File: config.mk
export PLATFORM = sky130hd
export DESIGN_NAME = l_shl_arbiter
export DESIGN_NICKNAME = d
export VERILOG_FILES = /design/src/rtl/l_shl_arbiter.sv
export SDC_FILE = /design/constraint.sdc
export NUM_CORES = 1
export LEC_CHECK = 0
export ABC_AREA = 1
export CORE_AREA = 2 2 149 180
export DETAILED_ROUTE_END_ITERATION = 8
export DIE_AREA = 0 0 151 182
export GPL_TIMING_DRIVEN = 0
export PLACE_DENSITY = 0.79
export REMOVE_ABC_BUFFERS = 1
export SLEW_MARGIN = 5
export SYNTH_ARGS = -nofsm -noshare
export SYNTH_HDL_FRONTEND = slang
export SYNTH_SLANG_ARGS = --single-unit
File: constraint.sdc
create_clock -name clk -period 2.8 [get_ports clk]
set_clock_uncertainty 0.05 [all_clocks]
set_input_delay 0.56 -clock clk [delete_from_list [all_inputs] [get_ports clk]]
set_output_delay 0.56 -clock clk [all_outputs]
set_load 0.1 [all_outputs]
File: src/rtl/l_shl_arbiter.sv
// l_shl_arbiter
//   Shares one multi-cycle L_shl (32-bit saturating left shift) unit among N
//   requesters. Each requester's one-cycle ready pulse and operands are
//   captured into a pending slot. Pending slots are granted round-robin, the
//   unit is driven through its ready/done handshake, and the result is
//   returned to the owner with a one-cycle done pulse.
//
// Ports
//   clk, reset        : clock, synchronous active-high reset
//   reqReady[N]       : per-requester request pulse
//   reqVar1[32*N]     : requester i operand in bits [32i+31:32i]
//   reqNumShift[16*N] : requester i shift count in bits [16i+15:16i]
//   reqDone[N]        : one-cycle completion pulse to the owning requester
//   reqResult[32]     : result, held until the next capture
//   L_shlOutVar1, L_shlNumShiftOut, L_shlReady : operands / start to the unit
//   L_shlIn, L_shlDone                         : result / completion from the unit
//   grantIdx          : current or last granted requester (debug)
//   busy              : arbiter is not idle
//   overrun           : sticky, a requester pulsed again while still pending
module l_shl_arbiter #(
    parameter int N    = 4,
    parameter int IDXW = 2
) (
    input  logic              clk,
    input  logic              reset,
    input  logic [N-1:0]      reqReady,
    input  logic [32*N-1:0]   reqVar1,
    input  logic [16*N-1:0]   reqNumShift,
    output logic [N-1:0]      reqDone,
    output logic [31:0]       reqResult,
    output logic [31:0]       L_shlOutVar1,
    output logic [15:0]       L_shlNumShiftOut,
    output logic              L_shlReady,
    input  logic [31:0]       L_shlIn,
    input  logic              L_shlDone,
    output logic [IDXW-1:0]   grantIdx,
    output logic              busy,
    output logic              overrun
);

    typedef enum logic [1:0] {
        ST_IDLE  = 2'd0,
        ST_ISSUE = 2'd1,
        ST_WAIT  = 2'd2,
        ST_RESP  = 2'd3
    } state_t;

    state_t                 state_q, state_d;
    logic [N-1:0]           pend_q, pend_d;
    logic [N-1:0][31:0]     opa_q, opa_d;
    logic [N-1:0][15:0]     ops_q, ops_d;
    logic [IDXW-1:0]        ptr_q, ptr_d;
    logic [N-1:0]           req_done_q, req_done_d;
    logic [31:0]            req_result_q, req_result_d;
    logic [31:0]            out_var1_q, out_var1_d;
    logic [15:0]            out_shift_q, out_shift_d;
    logic                   l_shl_ready_q, l_shl_ready_d;
    logic [IDXW-1:0]        grant_idx_q, grant_idx_d;
    logic                   busy_q, busy_d;
    logic                   overrun_q, overrun_d;

    logic                   found_s;
    logic [IDXW-1:0]        grant_s;
    logic [IDXW-1:0]        cand_s;
    logic                   grant_fire_s;

    // Round-robin search: first pending slot at or after ptr, wrapping modulo N.
    always_comb begin
        found_s = 1'b0;
        grant_s = '0;
        cand_s  = '0;
        for (int k = 0; k < N; k++) begin
            cand_s = IDXW'((int'(ptr_q) + k) % N);
            if (!found_s && pend_q[cand_s]) begin
                found_s = 1'b1;
                grant_s = cand_s;
            end else begin
                grant_s = grant_s;
            end
        end
    end

    assign grant_fire_s = (state_q == ST_IDLE) && found_s;

    // Request capture. A new pulse on a slot being granted this cycle re-arms
    // it with the new operands; a pulse on a slot still waiting is dropped and
    // flagged as overrun.
    always_comb begin
        pend_d    = pend_q;
        opa_d     = opa_q;
        ops_d     = ops_q;
        overrun_d = overrun_q;
        for (int i = 0; i < N; i++) begin
            if (reqReady[i]) begin
                if (pend_q[i] && !(grant_fire_s && (grant_s == IDXW'(i)))) begin
                    overrun_d = 1'b1;
                end else begin
                    pend_d[i] = 1'b1;
                    opa_d[i]  = reqVar1[32*i +: 32];
                    ops_d[i]  = reqNumShift[16*i +: 16];
                end
            end else if (grant_fire_s && (grant_s == IDXW'(i))) begin
                pend_d[i] = 1'b0;
            end else begin
                pend_d[i] = pend_q[i];
            end
        end
    end

    // Handshake FSM next-state and output values. Outputs are computed one
    // cycle ahead so that every port comes straight from a flop.
    always_comb begin
        state_d       = state_q;
        ptr_d         = ptr_q;
        req_done_d    = '0;
        req_result_d  = req_result_q;
        out_var1_d    = out_var1_q;
        out_shift_d   = out_shift_q;
        l_shl_ready_d = 1'b0;
        grant_idx_d   = grant_idx_q;
        case (state_q)
            ST_IDLE: begin
                if (grant_fire_s) begin
                    state_d       = ST_ISSUE;
                    out_var1_d    = opa_q[grant_s];
                    out_shift_d   = ops_q[grant_s];
                    grant_idx_d   = grant_s;
                    l_shl_ready_d = 1'b1;
                    ptr_d         = (grant_s == IDXW'(N - 1)) ? '0 : grant_s + 1'b1;
                end else begin
                    state_d = ST_IDLE;
                end
            end
            ST_ISSUE: begin
                state_d = ST_WAIT;
            end
            ST_WAIT: begin
                if (L_shlDone) begin
                    req_result_d = L_shlIn;
                    state_d      = ST_RESP;
                end else begin
                    state_d = ST_WAIT;
                end
            end
            ST_RESP: begin
                req_done_d[grant_idx_q] = 1'b1;
                state_d                 = ST_IDLE;
            end
            default: begin
                state_d = ST_IDLE;
            end
        endcase
        busy_d = (state_d != ST_IDLE);
    end

    // State and output registers with synchronous reset.
    always_ff @(posedge clk) begin
        if (reset) begin
            state_q       <= ST_IDLE;
            pend_q        <= '0;
            opa_q         <= '0;
            ops_q         <= '0;
            ptr_q         <= '0;
            req_done_q    <= '0;
            req_result_q  <= 32'd0;
            out_var1_q    <= 32'd0;
            out_shift_q   <= 16'd0;
            l_shl_ready_q <= 1'b0;
            grant_idx_q   <= '0;
            busy_q        <= 1'b0;
            overrun_q     <= 1'b0;
        end else begin
            state_q       <= state_d;
            pend_q        <= pend_d;
            opa_q         <= opa_d;
            ops_q         <= ops_d;
            ptr_q         <= ptr_d;
            req_done_q    <= req_done_d;
            req_result_q  <= req_result_d;
            out_var1_q    <= out_var1_d;
            out_shift_q   <= out_shift_d;
            l_shl_ready_q <= l_shl_ready_d;
            grant_idx_q   <= grant_idx_d;
            busy_q        <= busy_d;
            overrun_q     <= overrun_d;
        end
    end

    assign reqDone          = req_done_q;
    assign reqResult        = req_result_q;
    assign L_shlOutVar1     = out_var1_q;
    assign L_shlNumShiftOut = out_shift_q;
    assign L_shlReady       = l_shl_ready_q;
    assign grantIdx         = grant_idx_q;
    assign busy             = busy_q;
    assign overrun          = overrun_q;

endmodule

==> summary.md, run 1 <==
| Metric | Value |
|---|---|
| Hold_buf cts | `0` |
| PwrDens | `~1200 mW/mm^2` |
| Final Critical Period | `2780 ps` |
| Metal2 WL | `23.2 mm` |
| First-pass detailed-route iteration total | `5` |
| Cell Area, Synth | `about 0.012 sq mm` |
| Post-route non-filler standard cell count | `about 2400` |
| H-tree Lvls | `1` |
| Most common cell after layout, fill and taps aside | `nand2_1` |
| Hold Fails Final Rpt | `0` |
| Initial antenna violation count | `5` |
| Final HPWL DP | `24.6 mm` |
| GP Congestion | `0.821` |
| Num CTS Buffers | `29` |
| Final Max Tran Viols | `0` |
| Maximum VDD drop | `~0.64 mV` |
| Sink Count | `289` |
| Die width | `roughly 150 um` |
| I/O Buffers | `between 300 and 400` |
| Top Layer Used | `met4` |
| Final wirelength | `47.7 mm` |
| First-pass GRT wire length | `about 68 mm` |
| Nets@finish | `between 2000 and 2500` |
| Die Ht | `182 um` |
| GRT overflow | `0` |
| Critical path type | `register to register` |
| Relative slew margins | `0.172` |
| Met1 WL | `roughly 18 mm` |
| Worst path cell trace | `clkbuf_4, nand2_2, nand3_2, nand2_4, nor2_1, nor2_2, nand2_8, nand2_8, ha_1, nand3_4, nand2_8, buf_12, nand2_8, o21ai_2, a21oi_1` |
| Die Footprint | `~0.027 sq mm` |
| Max Root-Sink Buffers | `3` |
| Filler instances | `around 2200` |
| IO Pins | `320` |
| Critical Path Max Stage Delay | `around 380 ps` |
| Via count | `between 10000 and 15000` |
| Ys Warns | `0` |
| Core area | `0.0259 sq mm` |
| Worst slack at placement | `-2620 ps` |
| Outcome | `finished clean` |
| #FFs+latches synth | `approximately 290` |
| Final worst setup slack | `around 23 ps` |
| Syn Inst Count | `approximately 1700` |
| CP Launch Type | `register` |
| Period utilization | `0.992` |
| RSZ-0062 raised after global routing | `yes` |
| Synth area leader | `dfxtp_1` |
| Layout area overhead | `43.0%` |
| Sequential area share after synthesis | `0.466` |
| Setup violations, final | `0` |
| Synth top area cells | `dfxtp_1, nand2_1, nand3_1` |
| Synth top area share | `0.466` |
| Share of layout cells above drive strength 1 | `0.113` |
| Final core utilization | `0.687` |
| Crit path max fanout | `17` |
| Most frequent cells in the layout | `nand2_1, clkdlybuf4s50_1, dfxtp_1` |
| Largest net degree at the start of global routing | `between 100 and 150` |
| Vias in the first global route | `12600` |
| Least-Margin Pin Slew | `~1200 ps` |
| Initial core utilization | `0.480` |
| Crit-path most repeated cell | `nand2_8` |
| Clock Pin Slew Worst Setup and Hold Paths | `roughly 70 ps` |
| Max Freq | `roughly 360 MHz` |
| Num rows | `65` |
| Vias/cell | `5.56` |
| Critical path required time | `between 3000 and 4000 ps` |
| Post-DRT Antenna Nets | `0` |
| Placed cells | `roughly 2300` |
| Slowest-stage cell, CP | `dfxtp_4` |
| 1st-iter DRT viols | `between 1000 and 1500` |
| Leak Pwr | `~7.3 nW` |
| Drt wl/cell | `20.1 um` |
| Clock Latency Late Sink | `around 550 ps` |
| Data arrival, critical path | `roughly 3200 ps` |
| Max cap viols | `0` |
| Syn avg cell area | `a little over 7 sq um` |
| Residual DRC | `0` |
| Met3 wire length | `a little under 4 mm` |
| TritonCTS clock tree | `done` |
| Hold Path Class | `input pin to register` |
| Worst Setup End Kind | `register` |
| Aggregate global-route resource usage | `0.318` |
| Count of different cell masters after synthesis | `35` |
| Clock tree root driver cell | `clkbuf_16` |
==> metrics by stage <==
stage	TNS [ps]	instance area, sq um	hold WS, ps	total power [W]
after floorplan	-527110	11800	380	0.0118
after global placement	-2134840	15400	389	0.0138
after detailed placement	-448410	15700	394	0.0149
after CTS	0	17400	366	0.0202
after global routing	-2340	17800	391	0.0219
final	0	17800	380	0.0209
==> power by group <==
part / leakage [nW] / switching, W / internal (W)
Clock: 0.476 / 0.00167 / 0.00229
Combinational: 4.43 / 0.00816 / 0.00352
Sequential: 2.38 / 0.000385 / 0.00487
Total: 7.29 / 0.0102 / 0.0107
==> critical path, delay by kind of cell (launching register included) <==
family / cells / cell delay, ps
flops: 1 / 380
buf+inv: 2 / 300
simple gates: 10 / 1410
fa+ha+maj: 1 / 200
compound gates: 2 / 310
==> logic make-up (layout without fill, tap and decap cells) <==
logic type                 count (synthesis)  in the layout  share of synthesized area
and+or+nand+nor                          829            852                      0.292
DFF                                      289            289                      0.466
buffers and inverters                    259            547                     0.0885
AOI/OAI and AO/OA                        336            336                      0.146
other                                      0              7                          0
adders and majority gates                  7              7                    0.00705
==> timing repair <==
action | 4_1_cts | 5_1_grt
endpoints found under the setup margin | 247 | 198
pin swaps | 17 | 14
buffers inserted | 22 | 11
gates cloned | 17 | 11
gates resized for setup | 90 | 34
==> final cells by class <==
class	instances	area, sq um	share of cell area
Multi-Input combinational cell	1195	6210	0.349
Sequential cell	289	5800	0.326
Timing Repair Buffer	367	3850	0.217
Clock buffer	39	803	0.0452
Inverter	127	508	0.0286
Tap cell	335	419	0.0236
Clock inverter	13	155	0.00873
Antenna cell	7	17.5	0.000986
Timing Repair inverter	1	8.76	0.000493
==> layer usage <==
| layer | global-route usage | vias to the layer above |
|---|---|---|
| met1 | 0.376 | 6141 |
| li1 | - | 6228 |
| met2 | 0.552 | 665 |
| met4 | 0.162 | 0 |
| met3 | 0.0487 | 151 |
| met5 | 0 | - |
==> synth_stat cells (all sizes together) <==
cell type	instances
o211a	6
nand2	431
o211ai	26
clkinv	1
nor2	113
or2	17
nor3	4
o21a	1
dfxtp	289
clkbuf	62
nand4	1
nand3	251
buf	70
a21oi	207
o21ai	95
ha	7
inv	126
and2	1
nand3b	11
a21boi	1
==> worst paths after layout <==
| path | slack, ps | startpoint | depth (start not counted) | to |
|---|---|---|---|---|
| min reg2reg | 400 | ops_q[6] | 2 | ops_q[6] |
| max reg2reg | 20 | ptr_q[0] | 15 | ops_q[8] |
| min | 380 | reset | 2 | ops_q[45] |
| max | 20 | ptr_q[0] | 15 | ops_q[8] |
==> registers in the layout (all words and copies together) (netlist names) <==
register,flops
opa_q,128
ops_q,64
L_shlOutVar1,32
reqResult,32
L_shlNumShiftOut,16
pend_q,4
reqDone,4
grantIdx,2
ptr_q,2
state_q,2
L_shlReady,1
busy,1
overrun,1
No activity file was read; power rests on OpenSTA's default activity.
==> inputs of run 2 (changes only) <==
--- a/config.mk
+++ b/config.mk
@@ -7,6 +7,7 @@
 export LEC_CHECK = 0
 export ABC_AREA = 1
 export CORE_AREA = 2 2 149 180
+export CTS_CLUSTER_DIAMETER = 50
 export DETAILED_ROUTE_END_ITERATION = 8
 export DIE_AREA = 0 0 151 182
 export GPL_TIMING_DRIVEN = 0
==> summary.md, run 2 (synthesis gave the netlist of run 1 again) <==
| Metric | Value |
|---|---|
| Least-Margin Pin Slew | `1100 ps (-140 ps)` |
| 1st-iter DRT viols | `938 (-13%)` |
| Share of layout cells above drive strength 1 | `0.117 (+0.00434)` |
| Slowest-stage cell, CP | `dfxtp_4` |
| Setup TNS | `0 ps (unchanged)` |
| Max cap viols | `0 (unchanged)` |
| First-pass detailed-route iteration total | `5 (unchanged)` |
| Drt wl/cell | `19.9 um (-0.86%)` |
| Leak Pwr | `7.28 nW (-0.11%)` |
| Sink Count | `289 (unchanged)` |
| Most common cell after layout, fill and taps aside | `nand2_1` |
| Biggest register | `opa_q` |
| Outcome | `finished clean` |
| Post-DP Area | `0.0157 sq mm (unchanged)` |
| Post-DRT Antenna Nets | `0 (unchanged)` |
| Final wirelength | `47.2 mm (-1.1%)` |
| Num rows | `65 (unchanged)` |
| Final HPWL DP | `24.6 mm (unchanged)` |
| I/O Buffers | `319 (unchanged)` |
| Initial core utilization | `0.480 (unchanged)` |
| Die Footprint | `0.0275 sq mm (unchanged)` |
| Largest register FFs | `128 (unchanged)` |
| Critical Path Max Stage Delay | `390 ps (about the same)` |
| Hold Crit Depth | `2 (unchanged)` |
| Post-route non-filler standard cell count | `2366 (-0.29%)` |
| Placed cells | `2253 (unchanged)` |
| TritonCTS clock tree | `done` |
| Vias/cell | `5.57 (+0.33%)` |
| Met3 wire length | `4.04 mm (+2.1%)` |
| Final Critical Period | `2790 ps (+13.1 ps)` |
| Hold Path Class | `input pin to register` |
| Hold Fails Final Rpt | `0 (unchanged)` |
| Die width | `151 um (unchanged)` |
| GP Congestion | `0.821 (unchanged)` |
| First-pass GRT wire length | `68.2 mm (+1.0%)` |
| Num CTS Buffers | `31 (+6.9%)` |
| Max Freq | `358 MHz (-0.47%)` |
| Final Max Tran Viols | `0 (unchanged)` |
| Initial antenna violation count | `6 (+1)` |
| Filler instances | `2185 (-0.32%)` |
| Critical path required time | `3180 ps (about the same)` |
| Worst Setup End Kind | `register` |
| Clock tree root driver cell | `clkbuf_16` |
| Vias in the first global route | `12700 (+0.61%)` |
| Clock Latency Late Sink | `550 ps (about the same)` |
| Met1 WL | `17.7 mm (-2.7%)` |
| Die Ht | `182 um (unchanged)` |
| Biggest regs | `opa_q x128, ops_q x64` |
| Maximum VDD drop | `0.703 mV (+9.5%)` |
| GRT overflow | `0 (unchanged)` |
| Most frequent cells in the layout | `nand2_1, clkdlybuf4s50_1, dfxtp_1` |
| Reg2Reg Depth | `16 (+1)` |
| Data arrival, critical path | `3170 ps (about the same)` |
| Nets@finish | `2242 (-0.27%)` |
| IO Pins | `320 (unchanged)` |
| Residual DRC | `0 (unchanged)` |
| Crit path max fanout | `19 (+2)` |
| Metal2 WL | `22.9 mm (-1.3%)` |
| CP Launch Type | `register` |
| Max Root-Sink Buffers | `3 (unchanged)` |
| Clock Pin Slew Worst Setup and Hold Paths | `60 ps (about the same)` |
| Setup violations, final | `0 (unchanged)` |
| Total power | `0.0210 W (+0.23%)` |
| Relative slew margins | `0.263 (+0.0910)` |
| Top Layer Used | `met4` |
| Design area | `0.0178 sq mm (+0.20%)` |
| Critical path type | `register to register` |
| Period utilization | `0.997 (+0.00467)` |
| Largest net degree at the start of global routing | `106 (unchanged)` |
| Aggregate global-route resource usage | `0.322 (+0.00412)` |
| Core area | `0.0259 sq mm (unchanged)` |
| Layout area overhead | `43.3%` |
| Worst path cell trace | `buf_4, nand2_2, nand3_2, nand2_2, nor2_4, nand3_2, nand2_4, nand2_8, inv_16, ha_1, nand3_1, nand2_4, nand2_8, buf_16, o21ai_1, a21oi_1` |
| Via count | `13200 (+0.038%)` |
| PwrDens | `1180 mW/mm^2 (about the same)` |
| H-tree Lvls | `1 (unchanged)` |
| RSZ-0062 raised after global routing | `yes` |
-- run 2: changes by cell type in the layout (fill, tap and decap cells not counted), sizes merged --
cell and change:
buf -3, nand2 -2, inv -1, clkbuf -1
-- run 2: power breakdown --
group	internal, W	switching, W
clock network	0.00251	0.00168
registers	0.00487	0.000389
logic	0.00343	0.00807
total	0.0108	0.0101
-- run 2: per-layer routing --
layer	vias up	track usage
met3	149	0.0533
met4	0	0.167
met5	-	0
met1	6143	0.380
met2	683	0.556
li1	6215	-
-- run 2: final timing paths --
kind	from	slack (ps)	to
worst min-delay path	reset	370	ops_q[45]
worst max-delay path	ptr_q[0]	10	opa_q[62]
worst min register to register	ops_q[58]	400	ops_q[58]
worst max register to register	ptr_q[0]	10	opa_q[62]
-- run 2: layout make-up --
type                       instances  area (sq um)  area share
multi-input combinational       1193          6230       0.350
sequential                       289          5800       0.326
timing repair buffer             361          3770       0.212
clock buffer                      41           893      0.0502
inverter                         127           505      0.0284
tap                              335           419      0.0235
clock inverter                    12           158     0.00886
antenna                            7          17.5    0.000984
timing repair inverter             1          8.76    0.000492
-- run 2: what timing repair did --
item | 4_1_cts | 5_1_grt
resized for setup | 99 | 35
setup endpoints to repair | 247 | 228
pin swaps | 15 | 10
cloned | 18 | 6
hold buffers | 0 | 0
setup buffers | 20 | 9
endpoints found under the hold margin | 0 | 0
-- run 2: stage by stage --
| step | setup slack (ps) | hold WS [ps] | utilization |
|---|---|---|---|
| after floorplan | -3370 | 380 | - |
| after global placement | -10380 | 389 | 0.596 |
| after detailed placement | -2620 | 394 | 0.606 |
| after CTS | -2.36 | 365 | 0.675 |
| after global routing | -94.8 | 385 | 0.688 |
| final | 9.60 | 371 | 0.688 |
-- run 2: worst max-delay path: cells and delay by family, from the launching register on --
kind            cells  cell delay, ps
flops               1             390
compound gates      2             230
fa+ha+maj           1             170
buf+inv             3             490
simple gates       10            1310
